<file path="src/rtl/pong_pkg.sv">
// Shared Pong constants: VGA 640x480@60 timing, screen/object geometry and colours.
// Imported by the renderer and the game logic so both agree on the playfield.
package pong_pkg;

    localparam int H_ACTIVE     = 640;
    localparam int H_FP         = 16;
    localparam int H_SYNC       = 96;
    localparam int H_BP         = 48;
    localparam int H_TOTAL      = H_ACTIVE + H_FP + H_SYNC + H_BP;
    localparam int H_SYNC_START = H_ACTIVE + H_FP;
    localparam int H_SYNC_END   = H_SYNC_START + H_SYNC - 1;

    localparam int V_ACTIVE     = 480;
    localparam int V_FP         = 10;
    localparam int V_SYNC       = 2;
    localparam int V_BP         = 33;
    localparam int V_TOTAL      = V_ACTIVE + V_FP + V_SYNC + V_BP;
    localparam int V_SYNC_START = V_ACTIVE + V_FP;
    localparam int V_SYNC_END   = V_SYNC_START + V_SYNC - 1;

    localparam int SCREEN_WIDTH  = H_ACTIVE;
    localparam int SCREEN_HEIGHT = V_ACTIVE;
    localparam int BALL_SIZE     = 10;
    localparam int PADDLE_WIDTH  = 10;
    localparam int PADDLE_HEIGHT = 60;
    localparam int PADDLE_X      = 0;

    // Centred ball and paddle until the game logic supplies a first snapshot.
    localparam logic [9:0] BALL_X_RESET   = 10'd315;
    localparam logic [9:0] BALL_Y_RESET   = 10'd235;
    localparam logic [9:0] PADDLE_Y_RESET = 10'd210;

    localparam logic [5:0] COLOR_BALL   = 6'b111111;
    localparam logic [5:0] COLOR_PADDLE = 6'b001111;
    localparam logic [5:0] COLOR_NET    = 6'b010101;
    localparam logic [5:0] COLOR_BG     = 6'b000000;

    typedef struct packed {
        logic [9:0] ball_x;
        logic [9:0] ball_y;
        logic [9:0] paddle_y;
    } pos_t;

    typedef struct packed {
        logic       frame_tick;
        logic       hsync;
        logic       vsync;
        logic       de;
        logic [5:0] rgb;
    } vga_out_t;

    // 11-bit span test so lo+len can never wrap back onto the screen.
    function automatic logic in_span(input logic [10:0] p,
                                     input logic [10:0] lo,
                                     input logic [10:0] len);
        return (p >= lo) && (p < lo + len);
    endfunction

endpackage

</file>
<file path="src/rtl/pong_vga_timing.sv">
// Free-running VGA raster counters with combinational sync/enable decodes.
// The renderer registers these decodes so they stay aligned with rgb.
module vga_timing
    import pong_pkg::*;
#(
    parameter int H_ACTIVE = pong_pkg::H_ACTIVE,
    parameter int H_FP     = pong_pkg::H_FP,
    parameter int H_SYNC   = pong_pkg::H_SYNC,
    parameter int H_BP     = pong_pkg::H_BP,
    parameter int V_ACTIVE = pong_pkg::V_ACTIVE,
    parameter int V_FP     = pong_pkg::V_FP,
    parameter int V_SYNC   = pong_pkg::V_SYNC,
    parameter int V_BP     = pong_pkg::V_BP
) (
    input  logic       clk,
    input  logic       rst,
    output logic [9:0] h_cnt,
    output logic [9:0] v_cnt,
    output logic       hsync_raw,
    output logic       vsync_raw,
    output logic       de_raw,
    output logic       vblank_start
);

    localparam logic [9:0] H_LAST   = 10'(H_ACTIVE + H_FP + H_SYNC + H_BP - 1);
    localparam logic [9:0] V_LAST   = 10'(V_ACTIVE + V_FP + V_SYNC + V_BP - 1);
    localparam logic [9:0] H_VIS    = 10'(H_ACTIVE);
    localparam logic [9:0] V_VIS    = 10'(V_ACTIVE);
    localparam logic [9:0] HS_START = 10'(H_ACTIVE + H_FP);
    localparam logic [9:0] HS_END   = 10'(H_ACTIVE + H_FP + H_SYNC - 1);
    localparam logic [9:0] VS_START = 10'(V_ACTIVE + V_FP);
    localparam logic [9:0] VS_END   = 10'(V_ACTIVE + V_FP + V_SYNC - 1);

    always_ff @(posedge clk) begin
        if (rst) begin
            h_cnt <= 10'd0;
            v_cnt <= 10'd0;
        end else if (h_cnt == H_LAST) begin
            h_cnt <= 10'd0;
            v_cnt <= (v_cnt == V_LAST) ? 10'd0 : v_cnt + 10'd1;
        end else begin
            h_cnt <= h_cnt + 10'd1;
        end
    end

    assign hsync_raw    = !((h_cnt >= HS_START) && (h_cnt <= HS_END));
    assign vsync_raw    = !((v_cnt >= VS_START) && (v_cnt <= VS_END));
    assign de_raw       = (h_cnt < H_VIS) && (v_cnt < V_VIS);
    assign vblank_start = (h_cnt == 10'd0) && (v_cnt == V_VIS);

endmodule

</file>
<file path="src/rtl/pong_vga_renderer.sv">
// Pong display path: snapshots game positions at vblank start and draws
// ball, paddle and net over VGA timing, with every output registered once.
module pong_vga_renderer
    import pong_pkg::*;
#(
    parameter int H_ACTIVE      = pong_pkg::H_ACTIVE,
    parameter int H_FP          = pong_pkg::H_FP,
    parameter int H_SYNC        = pong_pkg::H_SYNC,
    parameter int H_BP          = pong_pkg::H_BP,
    parameter int V_ACTIVE      = pong_pkg::V_ACTIVE,
    parameter int V_FP          = pong_pkg::V_FP,
    parameter int V_SYNC        = pong_pkg::V_SYNC,
    parameter int V_BP          = pong_pkg::V_BP,
    parameter int BALL_SIZE     = pong_pkg::BALL_SIZE,
    parameter int PADDLE_WIDTH  = pong_pkg::PADDLE_WIDTH,
    parameter int PADDLE_HEIGHT = pong_pkg::PADDLE_HEIGHT,
    parameter int PADDLE_X      = pong_pkg::PADDLE_X
) (
    input  logic       clk,
    input  logic       rst,
    input  logic [9:0] ball_x,
    input  logic [9:0] ball_y,
    input  logic [9:0] paddle_y,
    input  logic       pos_valid,
    output logic       frame_tick,
    output logic       hsync,
    output logic       vsync,
    output logic       de,
    output logic [5:0] rgb
);

    // Four-pixel-wide net straddling the horizontal centre.
    localparam logic [9:0] NET_LO = 10'(H_ACTIVE / 2 - 2);
    localparam logic [9:0] NET_HI = 10'(H_ACTIVE / 2 + 1);

    logic [9:0]  h_cnt;
    logic [9:0]  v_cnt;
    logic        hsync_raw;
    logic        vsync_raw;
    logic        de_raw;
    logic        vblank_start;
    logic [10:0] h_ext;
    logic [10:0] v_ext;
    logic        ball_hit;
    logic        paddle_hit;
    logic        net_hit;
    logic [5:0]  pixel;
    pos_t        shadow;
    vga_out_t    out_q;

    vga_timing #(
        .H_ACTIVE (H_ACTIVE),
        .H_FP     (H_FP),
        .H_SYNC   (H_SYNC),
        .H_BP     (H_BP),
        .V_ACTIVE (V_ACTIVE),
        .V_FP     (V_FP),
        .V_SYNC   (V_SYNC),
        .V_BP     (V_BP)
    ) u_timing (
        .clk          (clk),
        .rst          (rst),
        .h_cnt        (h_cnt),
        .v_cnt        (v_cnt),
        .hsync_raw    (hsync_raw),
        .vsync_raw    (vsync_raw),
        .de_raw       (de_raw),
        .vblank_start (vblank_start)
    );

    // Positions change only at vblank start, so a displayed frame never tears.
    always_ff @(posedge clk) begin
        if (rst) begin
            shadow <= pos_t'{BALL_X_RESET, BALL_Y_RESET, PADDLE_Y_RESET};
        end else if (vblank_start && pos_valid) begin
            shadow <= pos_t'{ball_x, ball_y, paddle_y};
        end
    end

    assign h_ext = {1'b0, h_cnt};
    assign v_ext = {1'b0, v_cnt};

    assign ball_hit   = in_span(h_ext, {1'b0, shadow.ball_x}, 11'(BALL_SIZE))
                     && in_span(v_ext, {1'b0, shadow.ball_y}, 11'(BALL_SIZE));
    assign paddle_hit = in_span(h_ext, 11'(PADDLE_X), 11'(PADDLE_WIDTH))
                     && in_span(v_ext, {1'b0, shadow.paddle_y}, 11'(PADDLE_HEIGHT));
    assign net_hit    = (h_cnt >= NET_LO) && (h_cnt <= NET_HI) && !v_cnt[4];

    always_comb begin
        pixel = COLOR_BG;
        if (!de_raw) begin
            pixel = COLOR_BG;
        end else if (ball_hit) begin
            pixel = COLOR_BALL;
        end else if (paddle_hit) begin
            pixel = COLOR_PADDLE;
        end else if (net_hit) begin
            pixel = COLOR_NET;
        end
    end

    always_ff @(posedge clk) begin
        if (rst) begin
            out_q <= vga_out_t'{frame_tick: 1'b0, hsync: 1'b1, vsync: 1'b1,
                                de: 1'b0, rgb: COLOR_BG};
        end else begin
            out_q <= vga_out_t'{frame_tick: vblank_start, hsync: hsync_raw,
                                vsync: vsync_raw, de: de_raw, rgb: pixel};
        end
    end

    assign frame_tick = out_q.frame_tick;
    assign hsync      = out_q.hsync;
    assign vsync      = out_q.vsync;
    assign de         = out_q.de;
    assign rgb        = out_q.rgb;

endmodule

</file>
<file path="config.mk">
export PLATFORM = sky130hd
export DESIGN_NAME = pong_vga_renderer
export DESIGN_NICKNAME = d
export VERILOG_FILES = /design/src/rtl/pong_pkg.sv /design/src/rtl/pong_vga_timing.sv /design/src/rtl/pong_vga_renderer.sv
export SDC_FILE = /design/constraint.sdc
export NUM_CORES = 1
export LEC_CHECK = 0
export BUFFER_PORTS_ARGS = -buffer_cell sky130_fd_sc_hd__buf_2
export CAP_MARGIN = 20
export CORE_UTILIZATION = 25
export CTS_CLUSTER_SIZE = 24
export DETAILED_ROUTE_END_ITERATION = 6
export HOLD_SLACK_MARGIN = 0.02
export PLACE_DENSITY = 0.5
export REMOVE_ABC_BUFFERS = 1
export SLEW_MARGIN = 20
export SYNTH_ARGS = -nofsm -noshare
export SYNTH_HDL_FRONTEND = slang
export SYNTH_SLANG_ARGS = --single-unit
export TNS_END_PERCENT = 30
</file>
<file path="constraint.sdc">
create_clock -name clk -period 3.65 [get_ports clk]
set_input_delay 0.5475 -clock clk [delete_from_list [all_inputs] [get_ports clk]]
set_output_delay 0.5475 -clock clk [all_outputs]
set_load 0.1 [all_outputs]
</file>
# After elaboration in Yosys (flattened, before gate mapping)
# Index checks and enable logic that the tools add are counted.
[classes]
eq_ne = 3
bitwise_logic = 1
div = 0
n_mul = 0
reduce_logical = 19
n_addsub = 5
n_shift = 0
order_cmp = 16
mux = 4
[op_table]
columns = ["operator", "count"]
rows = [
  ["10-bit by 11-bit < comparator with 1-bit output", 3],
  ["10-bit greater-or-equal comparator", 3],
  ["10-bit by 4-bit adder with 11-bit output (second input constant)", 2],
  ["10-bit by 1-bit adder with 10-bit output (second input constant)", 2],
  ["10-bit equality test (second input constant)", 2],
  ["10-bit by 9-bit greater-or-equal comparator with 1-bit output (second input constant)", 2],
  ["10-bit by 9-bit <= comparator with 1-bit output (second input constant)", 2],
  ["1-bit logical AND", 13],
  ["10-bit by 6-bit adder with 11-bit output (second input constant)", 1],
  ["10-bit by 9-bit equality test with 1-bit output (second input constant)", 1],
  ["10-bit by 1-bit greater-or-equal comparator with 1-bit output (second input constant)", 1],
  ["10-bit greater-or-equal comparator (second input constant)", 1],
  ["10-bit <= comparator (second input constant)", 1],
  ["10-bit zero test", 1],
  ["10-bit < comparator (second input constant)", 1],
  ["10-bit by 4-bit < comparator with 1-bit output (second input constant)", 1],
  ["10-bit by 9-bit < comparator with 1-bit output (second input constant)", 1],
  ["10-bit two-way mux", 1],
  ["5-bit two-way mux", 2],
  ["6-bit two-way mux", 1],
  ["2-bit OR reduction", 2],
  ["1-bit zero test", 3],
  ["1-bit NOT", 1],
]
[totals]
out_inout_bits = 10
ff_bits = 60
n_memories = 0
latch_bits = 0
elab_cells = 58
input_bits = 33
mem_bits_ro = 0
mem_bits_rw = 0

# Logic depth before layout (Yosys ltp)
[logic_depth]
word_depth = 6
ltp_mapped = 11
ltp_nobuf = 11

# Hierarchy
# A second synthesis with hierarchy kept.
[unflattened]
hier_cells = 490
area_unflattened_um2 = 4122.7
[modules_own_cells]
columns = ["mod", "instances", "area_per_inst_um2", "cells_each", "seq_area_each_um2"]
rows = [
  ["pong_vga_renderer", 1, 3022.9, 370, 760.7],
  ["vga_timing", 1, 1099.8, 120, 400.4],
]

# Least setup slack after synthesis
# OpenSTA, ideal clock, no wires.
[synth_path]
kind = "register -> register"
start = "reg shadow[11] (netlist name)"
end = "reg out_q, in the netlist rgb[2]"
arrival_ns = 2.018
setup_slack_ns = 1.506
path_buffers = 0
path_stages_with_launch = 12
required_ns = 3.524
setup_time_ns = 0.126
synth_period_minus_slack_ns = 2.144
path_cell_list = "dfxtp_1 -> ha_1 -> o21ai_0 -> or3_1 -> xnor2_1 -> ha_1 -> and3_1 -> o31ai_1 -> a31oi_1 -> a21oi_1 -> nand4_1 -> nand3_1"
[synth_via]
elab_chain_cells = 5
elab_cells_between_ends = 6
cone_classes = "1 x add/sub; 2 x order compare; 1 x mux; 2 x reduce/logical"
[synth_rtl]
columns = ["element", "line_no", "source"]
rows = [
  ["start, declared", "pong_vga_renderer.sv:48", "pos_t shadow;"],
  ["start signal, assigned", "pong_vga_renderer.sv:74", "shadow <= pos_t'{BALL_X_RESET, BALL_Y_RESET, PADDLE_Y_RESET};"],
  ["start signal, assigned", "pong_vga_renderer.sv:76", "shadow <= pos_t'{ball_x, ball_y, paddle_y};"],
  ["10-bit by 4-bit adder with 11-bit output", "pong_pkg.sv:56", "return (p >= lo) && (p < lo + len);"],
  ["10-bit by 11-bit < comparator with 1-bit output", "pong_pkg.sv:56", ""],
  ["1-bit logical AND (*)", "pong_pkg.sv:56", ""],
  ["1-bit logical AND (*)", "pong_vga_renderer.sv:84", "&& in_span(v_ext, {1'b0, shadow.ball_y}, 11'(BALL_SIZE));"],
  ["6-bit two-way mux (*)", "pong_vga_renderer.sv:93", "end else if (ball_hit) begin"],
  ["end signal, assigned", "pong_vga_renderer.sv:104", "out_q <= vga_out_t'{frame_tick: 1'b0, hsync: 1'b1, vsync: 1'b1,"],
  ["end signal, assigned", "pong_vga_renderer.sv:107", "out_q <= vga_out_t'{frame_tick: vblank_start, hsync: hsync_raw,"],
  ["end, declared", "pong_vga_renderer.sv:49", "vga_out_t out_q;"],
]
# Mark *: on every way between the ends. The rest lies on a longest branch, timed or not.
# A chain may end at the register's enable or synchronous reset.

# Worst setup path in the final report
# Same ends and word-level chain as after synthesis.

==> results.md <==
Floorplan:
- The effective utilization at floorplan is about a quarter.
- The row count is 45.
- In this run the horizontal extent of the chip is ~130 µm.
- The area of the core region is approximately 15,000 µm².
- Pin placement for this block handled 43 I/O pins.
- The die covers between 15,000 and 20,000 µm².
- The floorplan step set the die height to about 130 µm.

Timing:
- In this run the tightest slew margin relative to its limit is roughly 54%.
- The final cycle utilization of the critical path is 66.3%.
- Setup repair after global routing left no endpoint under its margin.
- The slew of the pin with the lowest slew margin is roughly 0.69 ns.
- The minimum clock period after layout is approximately 2.4 ns.
- The setup violation total in the final timing report is 0.
- Derived from the worst setup path, the maximum achievable clock frequency is between 400 and 500 MHz.
- The final max-slew violation count came to 0.
- The total negative slack for setup checks is 0 ns.
- The hold violation count in the final report is 0.
- Clock skew on the completed layout was measured at 0.00620 ns.

Clocking:
- The H-tree depth is 3.
- The post-cts sizing count is 0.
- After clock tree synthesis, the clock-pin slew on the worst setup and hold paths is around 0.050 ns.
- In this run, CTS created clock tree buffers numbering 9.
- The number of buffers added to fix hold violations after cts is 0.
- The post-CTS repair timing setup buffer count is 0.
- The buffer depth of the longest clock path is 2.
- The clock latency of the later-clocked register in the worst-skew pair is between 0.3 and 0.4 ns.
- TritonCTS built the clock tree.
- The clock net sink count is between 50 and 60.
- The tree is rooted in a clkbuf_16.

Min path:
- The worst hold-check path type is in -> reg.

Route:
- The number of iterations in the first detailed-routing pass is 4.
- The number of design-rule violations left by the first detailed-router iteration is ~130.
- The post-route DRC violation count is 0.
- The antenna violation net count after detailed routing is 0.
- Dividing the detail-routed via count by the number of cells gives 4.61.
- The total via count after detailed routing is about 3,400.
- In the final routed layout, each cell accounts on average for roughly 13 µm.
- The routed design has 9820 µm of wire.

Logic synthesis:
- Dividing the synthesized area by the synthesized cell count gives a little over 8 µm².
- The count of yosys warnings during synthesis is 0.
- After synthesis, the share of flip-flops with an asynchronous set or reset is 0%.
- The portion of synthesized cell area occupied by the leading cell type is ~29%.
- The number of different library cells used by synthesis comes to between 50 and 60.
- The synthesized design spends more area on one cell type than any other, namely dfxtp_1.
- The number of enable flip-flop cells after synthesis is 0.
- Synthesis produced roughly 480 cells.
- The prevailing post-synth register cell is dfxtp_1.
- The total standard cell area after synthesis is ~4000 µm².
- The total of flip-flops plus latches after synthesis is 58.
- In the post-synthesis netlist, the biggest area contributors are dfxtp_1 29%, ha_1 21%, nand2_1 6.8%.
- The proportion of synthesized chip area in sequential cells is between 20% and 30%.

Critical path:
- Data arrives at the worst endpoint at 2.62 ns.
- The critical path runs through a total of 11 cells.
- In this run the worst path has a maximum fanout of 4.
- The startpoint type of the worst setup path is a flop.
- By instance count, the cell type seen most on the critical path is ha_1.
- The worst reg-to-reg path cell count is 11.
- The worst endpoint required time is roughly 3.9 ns.
- The worst setup path endpoint is rgb[2]$_SDFF_PP0_.
- STA classifies the critical path endpoint as a flop.
- Counting both buffers and inverters, the worst setup path holds a total of 0.
- The startpoint identified for the worst register-to-register timing path is shadow[11]$_SDFFE_PP1P_.
- The worst register-to-register path ends at rgb[2]$_SDFF_PP0_.
- The largest individual stage delay along the critical path comes from the cell or3_1.
- For this run, the slowest stage of the critical path takes about 0.4 ns.
- The source of the critical timing path is shadow[11]$_SDFFE_PP1P_.
- The kind of cell with the highest combined delay along the critical path is simple AND/OR/NAND/NOR gates.
- The signal on the critical path passes through ha_1 > o21ai_0 > or3_1 > xnor2_1 > ha_1 > and3_1 > o31ai_1 > a31oi_1 > a21oi_1 > nand4_1 > nand3_1.
- The type of the setup path with the least slack is reg -> reg.
- Setup slack on the worst reg-to-reg path comes out at between 1 and 1.5 ns.

Power and ir drop:
- The largest voltage drop on the vdd net is 213 µV.
- The total internal power is 1.24 mW.
- Dividing total power by cell area gives a power density of about 330 nW/µm².
- Net switching is a little over a fifth of the power.
- The clock share of power is between 50% and 60%.
- The switching component of the power is 0.325 mW.
- The part of the power in combinational logic is 3.7%.
- Summed over all cells, the static leakage comes to approximately 2.1 nW.
- The part of the total power dissipated in sequential elements is 41.2%.

GRT:
- Entering global routing, the biggest net connects 25 pins.
- The via count of the first global-routing pass is around 3,400.
- The aggregate global-route resource usage is approximately an eighth.
- The initial antenna violation count is 0.
- The first global-routing pass estimated ~17,000 µm of wire.
- For this run the aggregate overflow at the end of global routing stands at 0.

Final layout:
- The net count reported at finish is 618.
- The synthesis-to-finish area growth is 17.9%.
- The total of fill cells in the finished design is ~1,600.
- After routing the design area is 4680 µm².
- Cells with a size suffix above 1 make up a little over an eighth of the layout.
- The number of antenna diodes in the final layout is 0.

Place:
- Summing all placed instances gives a cell area of around 4400 µm².
- Routability-driven placement finished with a final weighted congestion of between 0.8 and 0.9.
- The count of buffers inserted at the top-level ports is 42.
- The post-detailed-placement half-perimeter wirelength is 7590 µm.

Status:
- The flow ran to the end, and the final reports show no timing, DRC or antenna violations.

Flow run:
- Across the run, the number of max-cap violations was 0.
[synthesized netlist by cell type (2+ instances only)]
library cell,number
o211ai_1,17
and3_1,5
inv_1,39
nand2b_1,3
ha_1,66
nor4_2,2
dfxtp_1,58
a21oi_1,37
xor2_1,8
nor3_1,9
or3_1,7
a211oi_1,4
xnor2_1,26
nand4_1,10
o31ai_1,3
buf_2,5
nand4_2,3
a21o_1,3
nand2_1,72
a41oi_1,2
clkbuf_1,4
o21ai_0,12
buf_6,2
nor4_1,6
buf_4,2
nor2_1,29
nand3_1,19
[state kept, by name, indices dropped and copies added, names as in the netlist]
name            flops
de                  1
frame_tick          1
hsync               1
rgb                 4
shadow             30
u_timing.h_cnt     10
u_timing.v_cnt     10
vsync               1
[cell families (layout without fill, tap and decap cells)]
family	Yosys count	count (layout)	share of synthesized area, %
AOI/OAI and AO/OA	89	89	14.0
adders and majority gates	66	66	20.8
and+or+nand+nor	178	178	22.6
xor gates and xnor gates	34	34	7.51
DFF	58	58	29.3
buffers and inverters	53	98	5.74
[worst reg2reg max path, cell delays in order (launching register included)]
cell	delay, ns
dfxtp_1	0.38
ha_1	0.20
o21ai_0	0.14
or3_1	0.39
xnor2_1	0.13
ha_1	0.28
and3_1	0.16
o31ai_1	0.07
a31oi_1	0.18
a21oi_1	0.06
nand4_1	0.20
nand3_1	0.10
[routing by layer]
layer  part of all wire, %  vias up  track usage (%)
met5                     0        -                0
met4                   1.2        0             3.74
met1                    50     1559             16.7
met3                   4.1       10             3.63
met2                    45       52             21.4
li1                      -     1760                -
[stage by stage]
step	total power, mW	utilization (%)	worst slack, ns	instances	hold WS (ns)
after floorplan	0.682	-	1.51	465	0.430
after CTS	1.59	30.4	1.21	734	0.420
after detailed placement	0.715	28.4	1.23	719	0.463
after global placement	0.714	28.4	1.27	719	0.452
final	1.56	30.4	1.23	734	0.422
after global routing	1.62	30.4	0.947	734	0.425
[cell type report]
class / instances / area [µm²] / share of cell area [%]
inverters: 40 / 150 / 3.21
well taps: 211 / 264 / 5.64
clock buffers: 13 / 270 / 5.78
multi-input cells: 367 / 2580 / 55.1
clock inverters: 2 / 35.0 / 0.749
repair buffers: 43 / 218 / 4.65
flip-flops and latches: 58 / 1160 / 24.8
[worst min-delay path by stage]
stage	end	depth (start not counted)	start	slack (ns)
final	shadow[10]$_SDFFE_PP1P_	3	ball_y[0]	0.42
after global routing	shadow[10]$_SDFFE_PP1P_	3	ball_y[0]	0.43
after CTS	shadow[10]$_SDFFE_PP1P_	3	ball_y[0]	0.42
after detailed placement	shadow[0]$_SDFFE_PP0P_	2	shadow[0]$_SDFFE_PP0P_	0.46
after global placement	shadow[8]$_SDFFE_PP0P_	2	shadow[8]$_SDFFE_PP0P_	0.45
after floorplan	shadow[8]$_SDFFE_PP0P_	2	shadow[8]$_SDFFE_PP0P_	0.43
[placed cells by master, fill, tap and decap left out, types with 2 or more instances in the layout]
cell type  Yosys  layout
nor2_1        29      29
nand3_1       19      19
a21oi_1       37      37
clkbuf_8       0       3
and3_1         5       5
nand2_1       72      72
xor2_1         8       8
nand4_1       10      10
nand4_2        3       3
or3_1          7       7
nor4_2         2       2
nor4_1         6       6
a41oi_1        2       2
nor3_1         9       9
clkbuf_16      0       9
o31ai_1        3       3
a211oi_1       4       4
ha_1          66      66
a21o_1         3       3
dfxtp_1       58      58
inv_1         39      39
nand2b_1       3       3
buf_2          5      42
o211ai_1      17      17
xnor2_1       26      26
o21ai_0       12      12
[power by group through the flow]
stage	clock (mW)	sequential [mW]	combinational, mW
floorplan	0	0.659	0.0224
global placement	0	0.656	0.0581
detailed placement	0	0.657	0.0588
CTS	0.884	0.643	0.0592
global route	0.911	0.644	0.0644
finish	0.863	0.644	0.0578
Power figures use the tool's default switching activity.
